$ cat src/rtl/fifo_arb_pkg.sv
// fifo_arb_pkg
//   Shared definitions for the FIFO write-port arbiter and the consumer-side
//   schedulers that reuse its round-robin picker.
//   Contents:
//     arb_state_e : arbiter FSM states (IDLE, BURST)
//     id_width()  : width of a requester tag for a given requester count
package fifo_arb_pkg;

  typedef enum logic [0:0] {
    ST_IDLE  = 1'b0,
    ST_BURST = 1'b1
  } arb_state_e;

  // Tag width for n requesters; never below one bit so a tag field always exists.
  function automatic int id_width(input int n);
    return (n <= 1) ? 1 : $clog2(n);
  endfunction

endpackage

$ cat src/rtl/rr_pick.sv
// rr_pick
//   Combinational N-way round-robin selector. The search starts at last+1 and
//   wraps modulo N, so the index named by 'last' has the lowest priority.
//   Ports:
//     req   in  N   request vector
//     last  in  IW  index that most recently finished service
//     found out 1   at least one request is set
//     idx   out IW  winning index (0 when nothing is found)
module rr_pick #(
  parameter int N  = 4,
  parameter int IW = 2
) (
  input  logic [N-1:0]  req,
  input  logic [IW-1:0] last,
  output logic          found,
  output logic [IW-1:0] idx
);

  // Scan offsets from farthest to nearest so the nearest requester after 'last' wins.
  always_comb begin
    found = 1'b0;
    idx   = {IW{1'b0}};
    for (int i = N; i >= 1; i--) begin
      if (req[(int'(last) + i) % N]) begin
        found = 1'b1;
        idx   = IW'((int'(last) + i) % N);
      end else begin
        found = found;
      end
    end
  end

endmodule

$ cat src/rtl/fifo_wr_arbiter.sv
// fifo_wr_arbiter
//   Round-robin arbiter sharing one synchronous FIFO write port among NUM_REQ
//   valid/ready producers. A winner keeps the port for up to MAX_BURST words;
//   each written word carries its source id in the upper bits.
//   Ports:
//     clk, rst_n   clock, synchronous active-low reset
//     req_valid    per-requester word available
//     req_data     packed payloads, requester i at [i*DATA_WIDTH +: DATA_WIDTH]
//     req_ready    one-hot-or-zero accept strobe
//     fifo_full    FIFO full flag
//     fifo_w_en    FIFO write enable
//     fifo_data    {source id, payload}
//     grant_id     current owner (BURST) or arbitration winner (IDLE)
//     busy         arbiter is in a burst
module fifo_wr_arbiter
  import fifo_arb_pkg::*;
#(
  parameter  int NUM_REQ    = 4,
  parameter  int DATA_WIDTH = 8,
  parameter  int MAX_BURST  = 4,
  localparam int IDW        = id_width(NUM_REQ)
) (
  input  logic                        clk,
  input  logic                        rst_n,
  input  logic [NUM_REQ-1:0]          req_valid,
  input  logic [NUM_REQ*DATA_WIDTH-1:0] req_data,
  output logic [NUM_REQ-1:0]          req_ready,
  input  logic                        fifo_full,
  output logic                        fifo_w_en,
  output logic [IDW+DATA_WIDTH-1:0]   fifo_data,
  output logic [IDW-1:0]              grant_id,
  output logic                        busy
);

  localparam int CW = $clog2(MAX_BURST + 1);

  arb_state_e     state_r, state_nxt_s;
  logic [IDW-1:0] owner_r, owner_nxt_s;
  logic [IDW-1:0] last_r, last_nxt_s;
  logic [CW-1:0]  count_r, count_nxt_s;

  logic           pick_found_s;
  logic [IDW-1:0] pick_idx_s;
  logic           xfer_s;
  logic [IDW-1:0] gnt_s;

  rr_pick #(
    .N  (NUM_REQ),
    .IW (IDW)
  ) u_pick (
    .req   (req_valid),
    .last  (last_r),
    .found (pick_found_s),
    .idx   (pick_idx_s)
  );

  // State, owner, priority pointer and burst counter registers.
  always_ff @(posedge clk) begin
    if (!rst_n) begin
      state_r <= ST_IDLE;
      owner_r <= {IDW{1'b0}};
      last_r  <= IDW'(NUM_REQ - 1);
      count_r <= {CW{1'b0}};
    end else begin
      state_r <= state_nxt_s;
      owner_r <= owner_nxt_s;
      last_r  <= last_nxt_s;
      count_r <= count_nxt_s;
    end
  end

  // Next-state logic; also decides whether a word moves this cycle and for whom.
  always_comb begin
    state_nxt_s = state_r;
    owner_nxt_s = owner_r;
    last_nxt_s  = last_r;
    count_nxt_s = count_r;
    xfer_s      = 1'b0;
    gnt_s       = {IDW{1'b0}};
    case (state_r)
      ST_IDLE: begin
        if (pick_found_s) begin
          gnt_s = pick_idx_s;
          if (!fifo_full) begin
            xfer_s      = 1'b1;
            count_nxt_s = CW'(1);
            owner_nxt_s = pick_idx_s;
            if (MAX_BURST == 1) begin
              // Single-word bursts never enter BURST; rotate priority right away.
              last_nxt_s = pick_idx_s;
            end else begin
              state_nxt_s = ST_BURST;
            end
          end else begin
            xfer_s = 1'b0;
          end
        end else begin
          gnt_s = {IDW{1'b0}};
        end
      end
      ST_BURST: begin
        gnt_s = owner_r;
        if (!req_valid[owner_r]) begin
          // Owner went quiet (even while stalled on full): give up the port.
          last_nxt_s  = owner_r;
          state_nxt_s = ST_IDLE;
        end else if (!fifo_full) begin
          xfer_s      = 1'b1;
          count_nxt_s = count_r + CW'(1);
          if ((count_r + CW'(1)) == CW'(MAX_BURST)) begin
            last_nxt_s  = owner_r;
            state_nxt_s = ST_IDLE;
          end else begin
            state_nxt_s = ST_BURST;
          end
        end else begin
          // Stalled on full: freeze count and ownership.
          xfer_s = 1'b0;
        end
      end
      default: begin
        state_nxt_s = ST_IDLE;
      end
    endcase
  end

  // Output datapath; everything is forced low while reset is asserted.
  always_comb begin
    req_ready = {NUM_REQ{1'b0}};
    fifo_w_en = 1'b0;
    fifo_data = {(IDW + DATA_WIDTH){1'b0}};
    grant_id  = {IDW{1'b0}};
    busy      = 1'b0;
    if (rst_n) begin
      grant_id = gnt_s;
      busy     = (state_r == ST_BURST);
      if (xfer_s) begin
        req_ready[gnt_s] = 1'b1;
        fifo_w_en        = 1'b1;
        fifo_data        = {gnt_s, req_data[gnt_s*DATA_WIDTH +: DATA_WIDTH]};
      end else begin
        fifo_w_en = 1'b0;
      end
    end else begin
      busy = 1'b0;
    end
  end

endmodule
$ cat config.mk
export PLATFORM = sky130hd
export DESIGN_NAME = fifo_wr_arbiter
export DESIGN_NICKNAME = d
export VERILOG_FILES = /design/src/rtl/fifo_arb_pkg.sv /design/src/rtl/rr_pick.sv /design/src/rtl/fifo_wr_arbiter.sv
export SDC_FILE = /design/constraint.sdc
export NUM_CORES = 1
export LEC_CHECK = 0
export ABC_AREA = 1
export CORE_UTILIZATION = 43
export CTS_CLUSTER_DIAMETER = 80
export DETAILED_ROUTE_END_ITERATION = 10
export GPL_TIMING_DRIVEN = 0
export PLACE_DENSITY = 0.85
export RECOVER_POWER = 25
export SLEW_MARGIN = 40
export SYNTH_ARGS = -nofsm -noshare
export SYNTH_HDL_FRONTEND = slang
export SYNTH_SLANG_ARGS = --single-unit
$ cat constraint.sdc
create_clock -name clk -period 6.2 [get_ports clk]
set_input_delay 1.55 -clock clk [delete_from_list [all_inputs] [get_ports clk]]
set_output_delay 1.55 -clock clk [all_outputs]
set_load 0.01 [all_outputs]
==> results.json <==
{
  "synth_cell_types": 30,
  "p_int_uw": 205,
  "reg2reg_slack_ns": 4.34,
  "yosysTopAreaCell": "nand2_1",
  "fin_crit_sh_pct": 89.9,
  "clkPwrFrac_pct": 10.1,
  "rows": 18,
  "place_area_sq_um": 1720,
  "antenna_found_initial": 0,
  "r2r_cells": 10,
  "maxCapViolations": 0,
  "syn_nets": 237,
  "yosysMostFrequentCell": "nand2_1",
  "hold_depth": 2,
  "ys_seq_elements": 8,
  "power.total_uw": 390,
  "wl_per_cell_microns": 12.2,
  "rsz0062_at_grt": "no",
  "critPathMaxFanout": 10,
  "remaining_drc_errors": 0,
  "io_pins": 57,
  "synth_warnings": 0,
  "dieWidth_microns": 53.1,
  "setup_viol": 0,
  "cp.depth": 12,
  "dr.pass1.iters": 4,
  "overflow": 0,
  "clkLatencyLatePin_ns": 0.25,
  "vias": 1468,
  "crit_top_cell": "nand2_1",
  "ys_seq_area_share_pct": 14.2,
  "cts.repair.resized": 0,
  "numCtsBuffers": 3,
  "synthArstFlopShare_pct": 0,
  "worstPathCellList": "dlygate4sd3_1 -> inv_1 -> nand2_1 -> nand2_1 -> and2_0 -> a21oi_1 -> nand2_1 -> nand2_1 -> nand2_1 -> buf_2 -> nor3_1 -> clkdlybuf4s50_1",
  "synth_area_sq_um": 1120,
  "dp_hpwl_microns": 2710,
  "hold_end": "count_r[1]$_SDFFE_PN0P_",
  "setup_tns_ns": 0,
  "drive_above_1_share_pct": 12.5,
  "path_clk_slew_ns": 0.05,
  "fillers": 244,
  "antenna_cells": 0,
  "worstHoldStart": "count_r[1]$_SDFFE_PN0P_",
  "status": "finished clean",
  "yosys-top-cells-count": "nand2_1 (47), nand3_1 (27), nor2_1 (20)",
  "core_sq_um": 2480,
  "critPathSlowestCell": "clkdlybuf4s50_1",
  "post-route-min-period_ns": 5.57,
  "swShare_pct": 47.3,
  "dp_slack_ns": 0.798,
  "synth-edff-count": 0,
  "cts-root-buf": "clkbuf_4",
  "crit_arrival_ns": 4.02,
  "path_delay_family": "buffers and inverters",
  "track_usage_pct": 25.4,
  "synth_flop_cell": "dfxtp_1",
  "synth.area.top_cells": "nand2_1 (16%), dfxtp_1 (14%), nand3_1 (12%)",
  "die_h_microns": 53.1,
  "sequentialPowerShare_pct": 16.4,
  "power_density_nw_per_um2": 225,
  "cp-end-kind": "primary output",
  "hold_class": "reg -> reg",
  "cpPeakStageDelay_ns": 0.55,
  "whs_ns": 0.495,
  "num-nets-final": 298,
  "final_cells": 285,
  "tightest_slew_ns": 0.422,
  "wl_microns": 3480,
  "fin_area_sq_um": 1730,
  "cts_tree": "done",
  "worst_slack_ns": 0.626,
  "cts_hold_buf": 0,
  "r2r-start": "last_r[0]$_SDFFE_PN1P_",
  "grt_pass1_wl_microns": 5290,
  "portBuffers": 56,
  "htree_levels": 1,
  "p_leak_nw": 0.852,
  "area_growth_pct": 54.2,
  "grt_max_degree": 11,
  "required_ns": 4.65,
  "cp_num_buf_inv": 4,
  "max_freq_mhz": 179,
  "die_area_sq_um": 2820,
  "clock-sinks": 8,
  "via_per_inst": 5.15,
  "initial_utilization_pct": 45.4,
  "utilization_pct": 70.0,
  "clock_skew_ns": 0.00535,
  "reg2reg_to": "count_r[2]$_SDFFE_PN0P_",
  "grt_pass1_vias": 1193,
  "synth_cells": 196,
  "ir_drop_mv": 0.204,
  "first_iter_violations": 37,
  "switchingPower_uw": 184,
  "place_congestion": 0.856,
  "final-hold-violation-count": 0,
  "path_class": "in -> out",
  "drtAntennaViolNets": 0,
  "avgSynthCellArea_sq_um": 5.74,
  "relSlewSlack_pct": 71.9,
  "synth_top_area_share_pct": 15.7,
  "placed_cells": 282,
  "pwr-share-comb_pct": 73.5,
  "report.final.slew_viol_count": 0,
  "start_kind": "input port",
  "clk_path_buf_depth": 2,
  "post_cts_buffers": 0
}
-- cell type report --
class	count	area [sq um]	share of cell area, %
multi-input combinational	156	790	45.5
timing repair buffer	56	561	32.3
sequential	8	160	9.24
inverter	22	85.1	4.91
buffer	10	78.8	4.55
tap	30	37.5	2.16
clock buffer	3	22.5	1.30
-- power groups by stage --
stage               Combinational, mW  Sequential (mW)  Clock [mW]
finish                          0.286           0.0638      0.0395
global route                    0.317           0.0647      0.0425
CTS                             0.288           0.0636      0.0406
detailed placement              0.286           0.0648           0
global placement                0.284           0.0646           0
floorplan                       0.195           0.0630           0
-- layout by cell type (no fill, tap or decap), drive strengths merged --
cell	synthesis	layout
o21ai	8	8
ha	2	2
dlygate4sd3	0	1
or2	1	1
nor4	2	2
o211ai	1	1
a31oi	1	1
a21oi	6	6
nor3	4	4
inv	20	20
clkdlybuf4s50	0	55
buf	8	8
nor2	21	21
clkbuf	2	5
and2	1	1
nand2	63	63
nand3	29	29
nand4	16	16
xor2	1	1
dfxtp	8	8
clkinv	2	2
-- worst max-delay path by stage --
stage | from | end | slack [ns]
after detailed placement | req_valid[1] | fifo_data[5] | 0.80
after global placement | req_valid[1] | fifo_data[0] | 0.82
after global routing | req_valid[2] | req_ready[0] | 0.41
after floorplan | req_valid[0] | req_ready[1] | 1.94
after CTS | req_valid[1] | fifo_data[5] | 0.79
final | req_valid[2] | req_ready[0] | 0.63
-- kinds of logic (layout without fill, tap and decap cells) --
group,Yosys count,count (layout),share of synthesized area (%)
flops,8,8,14.2
simple gates,137,137,60.4
fa+ha+maj,2,2,2.22
xor+xnor,1,1,0.779
buf+inv,32,91,14.6
compound gates,16,16,7.79
-- registers in the layout (all words and copies together) (netlist names) --
| name | flops |
|---|---|
| count_r | 3 |
| last_r | 2 |
| owner_r | 2 |
| state_r | 1 |
-- tightest hold or removal path: cells and delay by family (launching register included) --
kind             cells  cell delay, ns
AND/OR/NAND/NOR      1            0.06
AO/OA/AOI/OAI        1            0.06
flip-flops           1            0.32
-- routing by layer --
metal,vias to the layer above,GRT usage (%),wire (microns)
met5,-,0,0
met4,0,9.21,35
met3,4,2.87,180
met2,45,42.2,1640
met1,649,33.4,1630
li1,770,-,-
(Power assumes the default switching activity.)
